`config.mk`:
```
export PLATFORM = sky130hd
export DESIGN_NAME = mem_arbiter
export DESIGN_NICKNAME = d
export VERILOG_FILES = /design/src/rtl/mem_arbiter.sv
export SDC_FILE = /design/constraint.sdc
export NUM_CORES = 1
export LEC_CHECK = 0
export CORE_ASPECT_RATIO = 0.7
export CORE_MARGIN = 1
export CORE_UTILIZATION = 39
export DETAILED_ROUTE_END_ITERATION = 10
export HOLD_SLACK_MARGIN = 0.1
export PLACE_DENSITY = 0.77
export REMOVE_ABC_BUFFERS = 1
export SYNTH_ARGS = -nofsm -noshare
export SYNTH_HDL_FRONTEND = slang
export SYNTH_SLANG_ARGS = --single-unit
```
`constraint.sdc`:
```
create_clock -name clk -period 3.9 [get_ports clk]
set_input_delay 0.39 -clock clk [delete_from_list [all_inputs] [get_ports clk]]
set_output_delay 0.39 -clock clk [all_outputs]
set_load 0.005 [all_outputs]
```
`src/rtl/mem_arbiter.sv`:
```
// ---------------------------------------------------------------------------
// mem_arbiter
//
// Shares one memory port between an instruction-fetch requester (IF) and a
// data requester (DM). A small FSM (IDLE / IF_ACC / DM_ACC) grants one
// requester at a time, latches its request fields for the whole access and
// waits for mem_ack. An access with no ack for TIMEOUT cycles is aborted.
//
// Ports
//   clk, rst                  clock, asynchronous active-high reset
//   if_req, if_addr           fetch request / byte address
//   if_rdata, if_ready        fetched word (registered) / completion pulse
//   dm_req, dm_we, dm_addr    data request, store enable, byte address
//   dm_wdata, dm_func3        store data, access size/sign (passed through)
//   dm_rdata, dm_ready        load data (registered) / completion pulse
//   mem_en, mem_we            memory strobe and write enable
//   mem_addr, mem_wdata,
//   mem_func3                 latched request fields
//   mem_rdata, mem_ack        memory read data / completion (same cycle)
//   err                       one-cycle pulse on timeout abort
// ---------------------------------------------------------------------------
module mem_arbiter #(
  parameter int ADDR_W  = 12,
  parameter int DATA_W  = 32,
  parameter int TIMEOUT = 15
) (
  input  logic              clk,
  input  logic              rst,
  input  logic              if_req,
  input  logic [ADDR_W-1:0] if_addr,
  output logic [DATA_W-1:0] if_rdata,
  output logic              if_ready,
  input  logic              dm_req,
  input  logic              dm_we,
  input  logic [ADDR_W-1:0] dm_addr,
  input  logic [DATA_W-1:0] dm_wdata,
  input  logic [2:0]        dm_func3,
  output logic [DATA_W-1:0] dm_rdata,
  output logic              dm_ready,
  output logic              mem_en,
  output logic              mem_we,
  output logic [ADDR_W-1:0] mem_addr,
  output logic [DATA_W-1:0] mem_wdata,
  output logic [2:0]        mem_func3,
  input  logic [DATA_W-1:0] mem_rdata,
  input  logic              mem_ack,
  output logic              err
);

  localparam logic [1:0] IDLE   = 2'd0;
  localparam logic [1:0] IF_ACC = 2'd1;
  localparam logic [1:0] DM_ACC = 2'd2;

  // Last ACC cycle that may still wait: the counter holds the number of
  // ACC cycles already spent without ack.
  localparam logic [7:0] TMO_LAST = 8'(TIMEOUT - 1);
  localparam logic [2:0] FUNC3_WORD = 3'b010;

  logic [1:0]        state_q, state_d;
  logic              last_dm_q, last_dm_d;   // 1: DM was granted last
  logic [7:0]        cnt_q, cnt_d;
  logic [ADDR_W-1:0] addr_q, addr_d;
  logic [DATA_W-1:0] wdata_q, wdata_d;
  logic              we_q, we_d;
  logic [2:0]        func3_q, func3_d;
  logic [DATA_W-1:0] if_rdata_q, if_rdata_d;
  logic [DATA_W-1:0] dm_rdata_q, dm_rdata_d;
  logic              if_ready_q, if_ready_d;
  logic              dm_ready_q, dm_ready_d;
  logic              err_q, err_d;

  logic if_elig, dm_elig, grant_if, grant_dm;

  // A requester in its ready cycle still holds req; it must not be
  // re-granted for the access that just completed.
  assign if_elig  = if_req & ~if_ready_q;
  assign dm_elig  = dm_req & ~dm_ready_q;
  assign grant_if = if_elig & (~dm_elig | last_dm_q);
  assign grant_dm = dm_elig & ~grant_if;

  always_comb begin
    state_d    = state_q;
    last_dm_d  = last_dm_q;
    cnt_d      = cnt_q;
    addr_d     = addr_q;
    wdata_d    = wdata_q;
    we_d       = we_q;
    func3_d    = func3_q;
    if_rdata_d = if_rdata_q;
    dm_rdata_d = dm_rdata_q;
    if_ready_d = 1'b0;
    dm_ready_d = 1'b0;
    err_d      = 1'b0;

    case (state_q)
      IDLE: begin
        if (grant_if) begin
          state_d   = IF_ACC;
          last_dm_d = 1'b0;
          cnt_d     = '0;
          addr_d    = if_addr;
          wdata_d   = '0;
          we_d      = 1'b0;
          func3_d   = FUNC3_WORD;
        end else if (grant_dm) begin
          state_d   = DM_ACC;
          last_dm_d = 1'b1;
          cnt_d     = '0;
          addr_d    = dm_addr;
          wdata_d   = dm_wdata;
          we_d      = dm_we;
          func3_d   = dm_func3;
        end
      end

      IF_ACC, DM_ACC: begin
        if (mem_ack) begin
          state_d = IDLE;
          if (state_q == IF_ACC) begin
            if_rdata_d = mem_rdata;
            if_ready_d = 1'b1;
          end else begin
            // Stores leave the load data register untouched.
            if (!we_q) dm_rdata_d = mem_rdata;
            dm_ready_d = 1'b1;
          end
        end else if (cnt_q == TMO_LAST) begin
          state_d = IDLE;
          err_d   = 1'b1;
          if (state_q == IF_ACC) begin
            if_rdata_d = '0;
            if_ready_d = 1'b1;
          end else begin
            dm_rdata_d = '0;
            dm_ready_d = 1'b1;
          end
        end else begin
          cnt_d = cnt_q + 8'd1;
        end
      end

      default: state_d = IDLE;
    endcase
  end

  always_ff @(posedge clk or posedge rst) begin
    if (rst) begin
      state_q    <= IDLE;
      last_dm_q  <= 1'b1;
      cnt_q      <= '0;
      addr_q     <= '0;
      wdata_q    <= '0;
      we_q       <= 1'b0;
      func3_q    <= '0;
      if_rdata_q <= '0;
      dm_rdata_q <= '0;
      if_ready_q <= 1'b0;
      dm_ready_q <= 1'b0;
      err_q      <= 1'b0;
    end else begin
      state_q    <= state_d;
      last_dm_q  <= last_dm_d;
      cnt_q      <= cnt_d;
      addr_q     <= addr_d;
      wdata_q    <= wdata_d;
      we_q       <= we_d;
      func3_q    <= func3_d;
      if_rdata_q <= if_rdata_d;
      dm_rdata_q <= dm_rdata_d;
      if_ready_q <= if_ready_d;
      dm_ready_q <= dm_ready_d;
      err_q      <= err_d;
    end
  end

  // Strobes decode straight from state so an asynchronous reset drops them
  // without waiting for a clock edge.
  assign mem_en    = (state_q != IDLE);
  assign mem_we    = mem_en & we_q;
  assign mem_addr  = addr_q;
  assign mem_wdata = wdata_q;
  assign mem_func3 = func3_q;
  assign if_rdata  = if_rdata_q;
  assign dm_rdata  = dm_rdata_q;
  assign if_ready  = if_ready_q;
  assign dm_ready  = dm_ready_q;
  assign err       = err_q;

endmodule

```
==> metrics.txt <==
# TYPE chip_impl_metric gauge
chip_impl_metric{name="global_route_wire_length_before_repair",unit="mm"} 23.3
chip_impl_metric{name="area_delta_synth_final",unit="%"} 54.2
chip_impl_metric{name="post_synth_edffs",unit=""} 0
chip_impl_metric{name="power_frac_comb",unit="%"} 40.4
chip_impl_metric{name="pwr_density_cell",unit="mW/mm2"} 818
chip_impl_metric{name="internal_power",unit="mW"} 4.50
chip_impl_metric{name="worst-slew-pin-transition",unit="ps"} 1280
chip_impl_metric{name="clkLatencyLatePin",unit="ps"} 410
chip_impl_metric{name="initial_utilization",unit="%"} 40.9
chip_impl_metric{name="max-vdd-ir-drop",unit="uV"} 410
chip_impl_metric{name="nNetsFinal",unit=""} 744
chip_impl_metric{name="vias",unit=""} 4321
chip_impl_metric{name="clk_pwr_share",unit="%"} 24.7
chip_impl_metric{name="post-route-period-util",unit="%"} 59.9
chip_impl_metric{name="yosys_register_bits",unit=""} 126
chip_impl_info{name="hold_end",value="mem_addr[3]$_DFFE_PP0P_"} 1
chip_impl_metric{name="p_seq_share",unit="%"} 34.9
chip_impl_metric{name="maxCapViolCount",unit=""} 0
chip_impl_metric{name="antenna_found_initial",unit=""} 0
chip_impl_info{name="critPathKind",value="register to register"} 1
chip_impl_metric{name="max_freq",unit="MHz"} 428
chip_impl_metric{name="ctsHtreeMaxLevel",unit=""} 4
chip_impl_metric{name="sequential_element_share_of_the_synthesized_area",unit="%"} 60.7
chip_impl_metric{name="pin_count_of_the_biggest_net_entering_global_routing",unit=""} 66
chip_impl_metric{name="postSynth.asyncResetShare",unit="%"} 100
chip_impl_info{name="clockRootBuffer",value="sky130_fd_sc_hd__clkbuf_16"} 1
chip_impl_metric{name="cts.repair.resized",unit=""} 0
chip_impl_info{name="unrepaired_setup_endpoints_after_global_routing",value="false"} 1
chip_impl_metric{name="post_dp_cell_area",unit="mm2"} 0.00741
chip_impl_metric{name="layout-drive-gt1-share",unit="%"} 7.94
chip_impl_info{name="worst_setup_path_end_kind",value="register"} 1
chip_impl_metric{name="io-pin-count",unit=""} 213
chip_impl_metric{name="chipHeight",unit="um"} 98.6
chip_impl_metric{name="synth-warning-count",unit=""} 0
chip_impl_info{name="r2r-end",value="if_rdata[4]$_DFFE_PP0P_"} 1
chip_impl_metric{name="syn-instance-count",unit=""} 438
chip_impl_metric{name="sw_frac_of_total",unit="%"} 31.4
chip_impl_metric{name="post_synth_num_cell_types",unit=""} 45
chip_impl_metric{name="clock_path_buffers",unit=""} 2
chip_impl_metric{name="detailedRoute.firstIterationViolations",unit=""} 265
chip_impl_metric{name="cts.sink_count",unit=""} 126
chip_impl_metric{name="cts.repair_timing.setup_buffer_count",unit=""} 0
chip_impl_metric{name="cts_buffers",unit=""} 17
chip_impl_metric{name="worst-r2r-setup-slack",unit="ps"} 1560
chip_impl_metric{name="synthesis.area_per_instance",unit="um2"} 11.9
chip_impl_info{name="cts_tree",value="built"} 1
chip_impl_metric{name="firstDrtPassIters",unit=""} 5
chip_impl_metric{name="fin_area",unit="mm2"} 0.00802
chip_impl_metric{name="timing.critical_path.required",unit="ps"} 4150
chip_impl_metric{name="routed_wl",unit="mm"} 14.5
chip_impl_metric{name="report.final.hold_viol_count",unit=""} 0
chip_impl_metric{name="detailed_place_hpwl",unit="mm"} 9.74
chip_impl_metric{name="antenna_cells",unit=""} 0
chip_impl_metric{name="p_sw",unit="mW"} 2.06
chip_impl_metric{name="dp_cells",unit=""} 786
chip_impl_metric{name="holdWs",unit="ps"} 481
chip_impl_info{name="final_cell_mix",value="sky130_fd_sc_hd__clkdlybuf4s50_1 (212), sky130_fd_sc_hd__dfrtp_1 (125), sky130_fd_sc_hd__a22o_1 (66)"} 1
chip_impl_info{name="critical_path.reg2reg.startpoint",value="cnt_q[0]$_DFFE_PP0P_"} 1
chip_impl_info{name="slowest_stage",value="sky130_fd_sc_hd__o211a_2"} 1
chip_impl_metric{name="power",unit="mW"} 6.56
chip_impl_metric{name="finalWeightedCongestion",unit=""} 0.781
chip_impl_metric{name="worstHoldPathCells",unit=""} 2
chip_impl_metric{name="maximum_fanout_encountered_on_the_critical_timing_path",unit=""} 33
chip_impl_metric{name="routed_wire_length_per_instance",unit="um"} 17.7
chip_impl_metric{name="reg2reg_depth",unit=""} 6
chip_impl_metric{name="timing.final.setup_violations",unit=""} 0
chip_impl_metric{name="count_of_non_filler_cells_in_the_finished_layout",unit=""} 817
chip_impl_metric{name="port_buffers",unit=""} 212
chip_impl_metric{name="grt_pass1_vias",unit=""} 4410
chip_impl_metric{name="cp.arrival",unit="ps"} 2590
chip_impl_metric{name="core_region_area",unit="mm2"} 0.0127
chip_impl_metric{name="drt.antenna.violating_nets",unit=""} 0
chip_impl_metric{name="number_of_hold_buffers_added_after_cts",unit=""} 0
chip_impl_metric{name="critical-path-max-stage-delay",unit="ps"} 640
chip_impl_info{name="sequence_of_cells_on_the_critical_path",value="inv_1 -> ha_1 -> or4b_4 -> nor3_2 -> o211a_2 -> o21ai_0"} 1
chip_impl_metric{name="vias_per_cell",unit=""} 5.29
chip_impl_metric{name="detail_route.drc_violations",unit=""} 0
chip_impl_info{name="startpoint_type",value="register"} 1
chip_impl_metric{name="row_count",unit=""} 34
chip_impl_metric{name="die_area",unit="mm2"} 0.0138
chip_impl_metric{name="worst_path_buf_inv",unit=""} 1
chip_impl_info{name="run_status",value="complete, no violations"} 1
chip_impl_info{name="holdCritPathClass",value="register to register"} 1
chip_impl_metric{name="setup_tns",unit="ps"} 0
chip_impl_metric{name="post_synth_instance_area",unit="mm2"} 0.00520
chip_impl_info{name="yosys_most_used_dff",value="sky130_fd_sc_hd__dfrtp_1"} 1
chip_impl_info{name="timing.critical_path.max_delay_family",value="compound AO/OA/AOI/OAI gates"} 1
chip_impl_metric{name="relSlewSlack",unit="%"} 14.3
chip_impl_info{name="hold_startpoint",value="mem_addr[3]$_DFFE_PP0P_"} 1
chip_impl_metric{name="timing.final.max_slew_violations",unit=""} 0
chip_impl_metric{name="period_minus_slack",unit="ps"} 2340
chip_impl_metric{name="die-width",unit="um"} 140
chip_impl_info{name="mostFrequentLayoutCell",value="sky130_fd_sc_hd__clkdlybuf4s50_1"} 1
chip_impl_metric{name="leakage",unit="nW"} 3.55
chip_impl_metric{name="grt_overflow",unit=""} 0
chip_impl_metric{name="worst_setup_hold_path_clk_slew",unit="ps"} 60
chip_impl_metric{name="global_route.usage.total",unit="%"} 21.6
chip_impl_metric{name="clock_skew",unit="ps"} 14.2
-- worst max-delay path by stage --
stage | end | from | cells after the start
3_3_place_gp | mem_addr[0]$_DFFE_PP0P_ | dm_req | 4
3_5_place_dp | mem_addr[10]$_DFFE_PP0P_ | dm_req | 4
2_1_floorplan | cnt_q[0]$_DFFE_PP0P_ | rst | 1
4_1_cts | if_rdata[4]$_DFFE_PP0P_ | cnt_q[0]$_DFFE_PP0P_ | 6
6_report | if_rdata[4]$_DFFE_PP0P_ | cnt_q[0]$_DFFE_PP0P_ | 6
5_1_grt | if_rdata[20]$_DFFE_PP0P_ | cnt_q[0]$_DFFE_PP0P_ | 6
-- synth_stat cells, types with 2 or more instances --
library cell,instances,share of area (%)
sky130_fd_sc_hd__nor2b_1,4,0.48
sky130_fd_sc_hd__o21a_1,2,0.29
sky130_fd_sc_hd__o21ai_0,36,3.5
sky130_fd_sc_hd__nand2b_1,5,0.60
sky130_fd_sc_hd__o2bb2ai_1,4,0.67
sky130_fd_sc_hd__and3_1,2,0.24
sky130_fd_sc_hd__buf_2,6,0.58
sky130_fd_sc_hd__a21o_1,4,0.58
sky130_fd_sc_hd__dfrtp_1,125,60
sky130_fd_sc_hd__o21ai_1,13,1.3
sky130_fd_sc_hd__nor3_1,3,0.29
sky130_fd_sc_hd__nand4_1,33,4.0
sky130_fd_sc_hd__mux2i_1,12,2.3
sky130_fd_sc_hd__nor4_1,2,0.24
sky130_fd_sc_hd__nand2_1,19,1.4
sky130_fd_sc_hd__ha_1,4,0.96
sky130_fd_sc_hd__buf_4,3,0.43
sky130_fd_sc_hd__a211oi_1,2,0.29
sky130_fd_sc_hd__a22o_1,66,11
sky130_fd_sc_hd__clkbuf_1,17,1.2
sky130_fd_sc_hd__buf_6,7,1.5
sky130_fd_sc_hd__nand3_1,5,0.48
sky130_fd_sc_hd__a21oi_1,4,0.39
sky130_fd_sc_hd__inv_1,39,2.8
-- area by class of cell --
type | instances | area (um2)
Clock buffer | 21 | 470
Clock inverter | 10 | 138
Fill cell | 982 | 4700
Inverter | 39 | 149
Multi-Input combinational cell | 240 | 1720
Sequential cell | 126 | 3150
Tap cell | 162 | 203
Timing Repair Buffer | 219 | 2190
-- routing by layer --
layer  vias up  routed length [um]  track usage (%)
li1       2001                   -                -
met1      2149                6640             29.2
met2       161                6970             34.2
met3        10                 744             5.69
met4         0                 134             6.68
met5         -                   0                0
-- power by group through the flow --
stage | clock (mW) | combinational [mW] | sequential (mW)
floorplan | 0 | 1.01 | 2.28
global placement | 0 | 2.59 | 2.27
detailed placement | 0 | 2.66 | 2.28
CTS | 1.65 | 2.68 | 2.29
global route | 1.71 | 2.86 | 2.36
finish | 1.62 | 2.65 | 2.29
-- cells by family after synthesis --
kind of cell / Yosys count / synth area share [%]
AO/OA/AOI/OAI: 139 / 19.9
flip-flops: 126 / 60.7
AND/OR/NAND/NOR: 84 / 9.46
buffers and inverters: 72 / 6.57
multiplexers: 12 / 2.31
adder cells (fa/ha/maj): 4 / 0.963
XOR/XNOR: 1 / 0.169
-- registers in the layout, indices dropped and copies added (netlist names) --
register,flops
if_ready,1
dm_ready,1
last_dm_q,1
cnt_q,8
dm_rdata,32
err,1
we_q,1
mem_addr,12
state_q,2
mem_wdata,32
if_rdata,32
mem_func3,3
-- worst reg2reg max path, delay by kind of cell, from the launching register on --
kind | cells | cell delay [ps]
flops | 1 | 430
fa+ha+maj | 1 | 150
compound gates | 2 | 860
simple gates | 2 | 660
buf+inv | 1 | 80
-- through the flow --
| step | utilization (%) | setup slack (ps) |
|---|---|---|
| after CTS | 63.0 | 1560 |
| after global routing | 63.0 | 1390 |
| after floorplan | - | 156 |
| after detailed placement | 58.3 | 1410 |
| final | 63.0 | 1560 |
| after global placement | 58.3 | 1500 |
No activity file was read; power rests on OpenSTA's default activity.
